`config.mk`:
```
export PLATFORM = sky130hd
export DESIGN_NAME = pc_fetch_unit_flat
export DESIGN_NICKNAME = d
export VERILOG_FILES = /design/src/rtl/pc_fetch_unit_if.sv /design/src/rtl/pc_fetch_unit.sv /design/src/flat_wrapper.sv
export SDC_FILE = /design/constraint.sdc
export NUM_CORES = 1
export LEC_CHECK = 0
export ABC_AREA = 1
export BUFFER_PORTS_ARGS = -buffer_cell sky130_fd_sc_hd__buf_2
export CAP_MARGIN = 20
export CORE_MARGIN = 1
export CORE_UTILIZATION = 30
export CTS_CLUSTER_DIAMETER = 30
export DETAILED_ROUTE_END_ITERATION = 10
export GPL_TIMING_DRIVEN = 0
export HOLD_SLACK_MARGIN = 0.08
export PLACE_DENSITY_LB_ADDON = 0.3
export SLEW_MARGIN = 20
export SYNTH_ARGS = -nofsm -noshare
export SYNTH_HDL_FRONTEND = slang
export SYNTH_SLANG_ARGS = --single-unit
```
`constraint.sdc`:
```
create_clock -name clk -period 3.1 [get_ports clk]
set_input_delay 0.465 -clock clk [delete_from_list [all_inputs] [get_ports clk]]
set_output_delay 0.465 -clock clk [all_outputs]
set_load 0.01 [all_outputs]
```
`src/rtl/pc_fetch_unit_if.sv`:
```
// pc_fetch_unit_if: fetch-stage bus bundle shared by the fetch unit and its environment.
// master = fetch unit (drives imem_addr, IF outputs, flushes, trap, counter)
// slave  = environment (drives EX redirect, stall, instruction memory data)
interface pc_fetch_unit_if #(parameter int CNT_W = 32);
  logic             jump_flag;
  logic [31:0]      jump_target;
  logic             stall;
  logic [31:0]      imem_addr;
  logic [31:0]      imem_rdata;
  logic [31:0]      if_pc;
  logic [31:0]      if_inst;
  logic             if_valid;
  logic             flush_if_id;
  logic             flush_id_ex;
  logic             trap_misaligned;
  logic [CNT_W-1:0] redirect_count;
  modport master (
    input  jump_flag, jump_target, stall, imem_rdata,
    output imem_addr, if_pc, if_inst, if_valid, flush_if_id, flush_id_ex,
           trap_misaligned, redirect_count
  );
  modport slave (
    output jump_flag, jump_target, stall, imem_rdata,
    input  imem_addr, if_pc, if_inst, if_valid, flush_if_id, flush_id_ex,
           trap_misaligned, redirect_count
  );
endinterface

```
`src/rtl/pc_fetch_unit.sv`:
```
// pc_fetch_unit: program counter and IF stage with EX redirect, stall, flush and trap.
// clk/rst: rising-edge clock, synchronous active-high reset.
// bus (master): EX redirect + stall in, imem address out / data in, IF outputs,
// IF/ID and ID/EX flushes, sticky misaligned-target trap, saturating redirect count.
module pc_fetch_unit #(
  parameter logic [31:0] RESET_PC = 32'h0000_0000,
  parameter int          CNT_W    = 32
) (
  input logic             clk,
  input logic             rst,
  pc_fetch_unit_if.master bus
);
  typedef enum logic [1:0] {S_BOOT, S_RUN, S_HALT} state_t;
  state_t           state, state_d;
  logic [31:0]      pc_q, fetch_pc_q;
  logic             valid_q, trap_q;
  logic [CNT_W-1:0] cnt_q;
  logic             run, take, bad, hold, load;
  always_comb begin
    run = state == S_RUN;
    take = run & bus.jump_flag & (bus.jump_target[1:0] == 2'b00);
    bad = run & bus.jump_flag & (bus.jump_target[1:0] != 2'b00);
    hold = run & ~bus.jump_flag & bus.stall;
    load = (state == S_BOOT) | take | (run & ~bus.jump_flag & ~bus.stall);
    // redirect target bypasses straight to memory; stall and halt re-read the current fetch
    bus.imem_addr = take ? bus.jump_target : (hold | state == S_HALT) ? fetch_pc_q : pc_q;
    bus.flush_if_id = rst | (run & bus.jump_flag);
    bus.flush_id_ex = rst | (run & bus.jump_flag);
    bus.if_pc = fetch_pc_q;
    bus.if_inst = bus.imem_rdata;
    bus.if_valid = valid_q & run;
    bus.trap_misaligned = trap_q;
    bus.redirect_count = cnt_q;
    state_d = state == S_BOOT ? S_RUN : bad ? S_HALT : state;
  end
  always_ff @(posedge clk) begin
    if (rst) state <= S_BOOT;
    else state <= state_d;
  end
  always_ff @(posedge clk) begin
    if (rst) begin
      pc_q <= RESET_PC;
      fetch_pc_q <= '0;
      valid_q <= 1'b0;
      trap_q <= 1'b0;
      cnt_q <= '0;
    end else begin
      if (load) begin
        fetch_pc_q <= bus.imem_addr;
        pc_q <= bus.imem_addr + 32'd4;
      end
      if ((state == S_BOOT) | take) valid_q <= 1'b1;
      if (bad) begin
        valid_q <= 1'b0;
        trap_q <= 1'b1;
      end
      if (take & ~&cnt_q) cnt_q <= cnt_q + 1'b1;
    end
  end
endmodule

```
`src/flat_wrapper.sv`:
```
// flat-port wrapper written by rule: the top's interface ports become plain ports
module pc_fetch_unit_flat 
#(
  parameter logic [31:0] RESET_PC = 32'h0000_0000,
  parameter int          CNT_W    = 32
)
  (clk, rst, bus_jump_flag, bus_jump_target, bus_stall, bus_imem_rdata, bus_imem_addr, bus_if_pc, bus_if_inst, bus_if_valid, bus_flush_if_id, bus_flush_id_ex, bus_trap_misaligned, bus_redirect_count);
  pc_fetch_unit_if #(.CNT_W(CNT_W)) bus_i ();
  input logic clk;
  input logic rst;
  input wire logic [$bits(bus_i.jump_flag)-1:0] bus_jump_flag;
  input wire logic [$bits(bus_i.jump_target)-1:0] bus_jump_target;
  input wire logic [$bits(bus_i.stall)-1:0] bus_stall;
  input wire logic [$bits(bus_i.imem_rdata)-1:0] bus_imem_rdata;
  output wire logic [$bits(bus_i.imem_addr)-1:0] bus_imem_addr;
  output wire logic [$bits(bus_i.if_pc)-1:0] bus_if_pc;
  output wire logic [$bits(bus_i.if_inst)-1:0] bus_if_inst;
  output wire logic [$bits(bus_i.if_valid)-1:0] bus_if_valid;
  output wire logic [$bits(bus_i.flush_if_id)-1:0] bus_flush_if_id;
  output wire logic [$bits(bus_i.flush_id_ex)-1:0] bus_flush_id_ex;
  output wire logic [$bits(bus_i.trap_misaligned)-1:0] bus_trap_misaligned;
  output wire logic [$bits(bus_i.redirect_count)-1:0] bus_redirect_count;
  assign bus_i.jump_flag = bus_jump_flag;
  assign bus_i.jump_target = bus_jump_target;
  assign bus_i.stall = bus_stall;
  assign bus_i.imem_rdata = bus_imem_rdata;
  assign bus_imem_addr = bus_i.imem_addr;
  assign bus_if_pc = bus_i.if_pc;
  assign bus_if_inst = bus_i.if_inst;
  assign bus_if_valid = bus_i.if_valid;
  assign bus_flush_if_id = bus_i.flush_if_id;
  assign bus_flush_id_ex = bus_i.flush_id_ex;
  assign bus_trap_misaligned = bus_i.trap_misaligned;
  assign bus_redirect_count = bus_i.redirect_count;
  pc_fetch_unit #(.RESET_PC(RESET_PC), .CNT_W(CNT_W)) u_core (.clk(clk), .rst(rst), .bus(bus_i));
endmodule
```
==> flow_results.org <==
** Worst hold path
- Min-Delay Path Class :: in -> reg
- The worst hold path passes through 4 cells.
- Worst Hold Endpoint :: u_core.pc_q[20]
- In this run the most critical hold path is launched from bus_jump_target[20].

** Clock tree
- Maximum level of the CTS H-tree :: 3
- In this run, CTS created clock tree buffers numbering 9.
- Quantity of gates resized following cts :: 0
- TritonCTS built the clock tree.
- Number of buffers on the longest clock path :: 2
- Clock Latency Late Sink :: 0.36 ns
- Clock-pin transition on the worst setup and hold timing paths :: 0.07 ns
- Number of buffers added to fix hold violations after cts :: 0
- Root cell of the clock tree :: sky130_fd_sc_hd__clkbuf_16
- For this design, the sink count on the clock tree is 98.
- Post-CTS setup buffer count :: 0

** Worst setup path
- Walking the worst path, the cells encountered are buf_2 -> nor2_1 -> nand3_4 -> buf_4 -> buf_2 -> o21ai_0 -> a21oi_1 -> nor2_1 -> buf_2.
- STA classifies the critical path endpoint as an output pin.
- Terminus of the critical flop-to-flop path :: u_core.pc_q[30]
- Worst path max stage delay :: 0.39 ns
- By startpoint and endpoint, the worst setup path is classified as in -> out.
- Required time reported for the critical path endpoint :: 2.63 ns
- The slowest stage of the critical path is the sky130_fd_sc_hd__nor2_1 cell.
- Startpoint of the worst-slack reg-to-reg timing path :: u_core.state[0]
- At the worst endpoint, the arrival time is 2.28 ns.
- Worst reg2reg path depth :: 17
- Cell with the most instances on the worst path :: sky130_fd_sc_hd__buf_2
- Along the worst path, the maximum fanout reaches 10.
- In this run the register-to-register setup slack is 0.42 ns.
- Startpoint Class :: input pin

** Routing
- The final route contains 6960 vias.
- The first detailed-routing pass took 5 iterations.
- In the final routing, the length of wire on met1 measures 9.78 mm.
- Wire segments on met2 add up to 10.2 mm in the final route.
- Once detail routing completed, the nets flagged for antenna violations numbered 0.
- Routed signal wires occupy layers up through met4.
- In the routed design, unresolved DRC markers number 0.
- After detailed routing, the average wire length per cell comes to 14.7 µm.
- Routed wire length :: 21.9 mm
- After detailed routing, the number of vias per cell comes to 4.66.
- Starting DRT DRC Count :: 396
- Routed met3 length :: 1.44 mm

** Yosys
- The synthesized design contains 0 enable-type register cells.
- Among all flip-flop cells after synthesis, the most frequent one is sky130_fd_sc_hd__dfxtp_1.
- Multiplexer cells account for 0% of the synthesized area.
- Warnings, synthesis :: 0
- The synthesized netlist devotes 39.1% of its cell area to simple gates.
- Share of the synthesized area in the top cell type :: 30.5%
- Post-synthesis cell type with the largest combined area :: sky130_fd_sc_hd__dfxtp_1
- The cell count after synthesis came out at 1034.
- Averaged over all synthesized cells, the footprint is 6.23 µm².
- Most common cell in the netlist :: sky130_fd_sc_hd__nand2_1
- Top cells by area, synth :: sky130_fd_sc_hd__dfxtp_1 (30%), sky130_fd_sc_hd__nand2_1 (16%), sky130_fd_sc_hd__inv_1 (8.7%)
- For this run, the register share of the synthesized area comes to 30.5%.
- Fraction of synthesized cell area in xor and xnor cells :: 2.45%
- The synthesized design contains 98 register bits.
- By area, the combinational part of the netlist is dominated by simple AND/OR/NAND/NOR gates.
- In this run the cell area of the synthesized design comes to 0.00644 mm².
- In the synthesized netlist, the cells that appear most often are sky130_fd_sc_hd__nand2_1 (271), sky130_fd_sc_hd__inv_1 (149), sky130_fd_sc_hd__nor2_1 (103), sky130_fd_sc_hd__dfxtp_1 (98), sky130_fd_sc_hd__nand3_1 (88).
- Synthesis produced a netlist with a net count of 1104.
- FFs w/ async S/R, synth :: 0%
- Synth unique cells :: 42
- Summing the areas of all compound-gate instances in the mapped netlist gives 10.7% of the synthesized area.
- Adder-Cell Fraction of Synth Area :: 0.389%

** Status
- The flow ran to the end, and the final reports show no timing, DRC or antenna violations.

** Floorplanning
- Effective utilization at floorplan :: 30.6%
- The die covers 0.0221 mm².
- Vert. Die Dim :: 149 µm
- 200 I/O pins were placed.
- Horizontal die dimension :: 149 µm
- The floorplan has 53 rows.
- The core region is 0.0210 mm².

** Layout
- Layout Nets :: 1282
- Relative to the synthesized area, the layout overhead comes to 23.4%.
- Fraction of layout cells with a size suffix above 1 :: 25.2%

** Placement
- Placement Setup Slack :: 0.167 ns
- Once detailed placement completed, the half-perimeter wirelength came to 16.8 mm.
- Port Buffer Count :: 167
- Routability-driven placement finished with a final weighted congestion of 0.939.

** STA
- Final number of max-transition violations :: 0
- Count of final hold-check violations :: 0
- After layout, the worst setup slack is 0.354 ns.
- Setup violation total in the final timing report :: 0
- FMAX :: 364 MHz
- Setup repair after global routing left no endpoint under its margin.
- The worst pin sits at a relative slew slack of 37.4%.
- Part of the cycle the worst path needs :: 88.6%
- After routing, the total negative slack on setup checks comes to 0 ns.
- For the pin with the worst max-slew slack, the measured transition is 0.931 ns.
- Worst clock skew :: 0.00970 ns
- Final worst path period need :: 2.75 ns

** Global route
- For this run, the total global-route usage over all layers was measured as 20.1%.
- The first global-routing pass estimated 33.9 mm of wire.
- Entering global routing, the biggest net connects 15 pins.
- Global routing finished with a remaining overflow of 0.
- Vias in the first global route :: 6239
- The initial antenna violation count is 1.

** Run
- Across the run, the number of max-cap violations was 0.

** Power
- For this design the static power due to leakage is 3.85 nW.
- Maximum vdd drop :: 0.226 mV
- Power density cells :: 460 mW/mm²
[final cells by class]
class	instances	area (µm²)
tap	275	344
multi-input combinational	703	3390
fill	2323	13100
sequential	98	1960
antenna	1	2.50
inverter	157	591
timing repair buffer	167	836
buffer	76	500
clock buffer	14	294
clock inverter	1	30.0
[layer usage]
layer	global-route usage [%]	up-vias
met5	0	-
met4	6.39	0
met3	3.07	30
met2	33.8	244
met1	26.3	3117
li1	-	3569
[cells in the final DEF, fill, tap and decap left out, drive strengths merged]
| cell type | count |
|---|---|
| a211oi | 1 |
| a21oi | 59 |
| a31oi | 5 |
| and2 | 1 |
| and3 | 1 |
| buf | 232 |
| bufinv | 1 |
| clkbuf | 25 |
| clkinv | 2 |
| dfxtp | 98 |
| diode | 1 |
| ha | 2 |
| inv | 155 |
| nand2 | 302 |
| nand3 | 91 |
| nand3b | 4 |
| nand4 | 11 |
| nor2 | 119 |
| nor3 | 17 |
| nor3b | 2 |
| nor4 | 6 |
| nor4b | 1 |
| o211ai | 9 |
| o21a | 3 |
| o21ai | 49 |
| o21bai | 1 |
| or2 | 1 |
| xnor2 | 2 |
| xor2 | 16 |
[power by group]
group	internal, mW	switching [mW]	total (mW)
Sequential	1.35	0.0501	1.40
Combinational	0.353	0.662	1.01
Clock	0.733	0.507	1.24
Total	2.44	1.22	3.66
[worst max-delay path, delay by kind of cell]
family                 cells  cell delay [ns]
buffers and inverters      4             0.75
AND/OR/NAND/NOR            3             0.89
AO/OA/AOI/OAI              2             0.18
[kinds of logic (layout without fill, tap and decap cells)]
family / after synthesis / in the layout
buffers and inverters: 233 / 415
AND/OR/NAND/NOR: 556 / 556
AO/OA/AOI/OAI: 127 / 127
XOR/XNOR: 18 / 18
other: 0 / 1
adder cells (fa/ha/maj): 2 / 2
flip-flops: 98 / 98
[registers in the layout, summed over array words and instances (netlist names)]
name	flops
u_core.bus.if_pc	32
u_core.bus.redirect_count	32
u_core.pc_q	30
u_core.state	2
u_core.bus.trap_misaligned	1
u_core.valid_q	1
[through the flow]
step / std cells / power (mW) / cell area (µm²) / util (%) / hold WS [ns]
after floorplan: 1034 / 2.08 / 6440 / - / 0.430
after global placement: 1476 / 2.44 / 7620 / 36.2 / 0.443
after detailed placement: 1476 / 2.45 / 7620 / 36.2 / 0.448
after CTS: 1491 / 3.70 / 7940 / 37.8 / 0.435
after global routing: 1492 / 3.87 / 7950 / 37.8 / 0.451
final: 1492 / 3.66 / 7950 / 37.8 / 0.439
[how the worst max path moves through the flow]
stage               slack, ns                 to  cells past startpoint                from
floorplan                0.82    u_core.pc_q[30]                     18       bus_jump_flag
global placement         0.18    u_core.pc_q[30]                     17  bus_jump_target[1]
detailed placement       0.17    u_core.pc_q[30]                     17  bus_jump_target[1]
CTS                      0.37  bus_imem_addr[31]                      9     u_core.state[0]
global route             0.16    u_core.pc_q[24]                     16     u_core.state[0]
finish                   0.35  bus_imem_addr[31]                      9  bus_jump_target[1]
No activity file was read; power rests on OpenSTA's default activity.
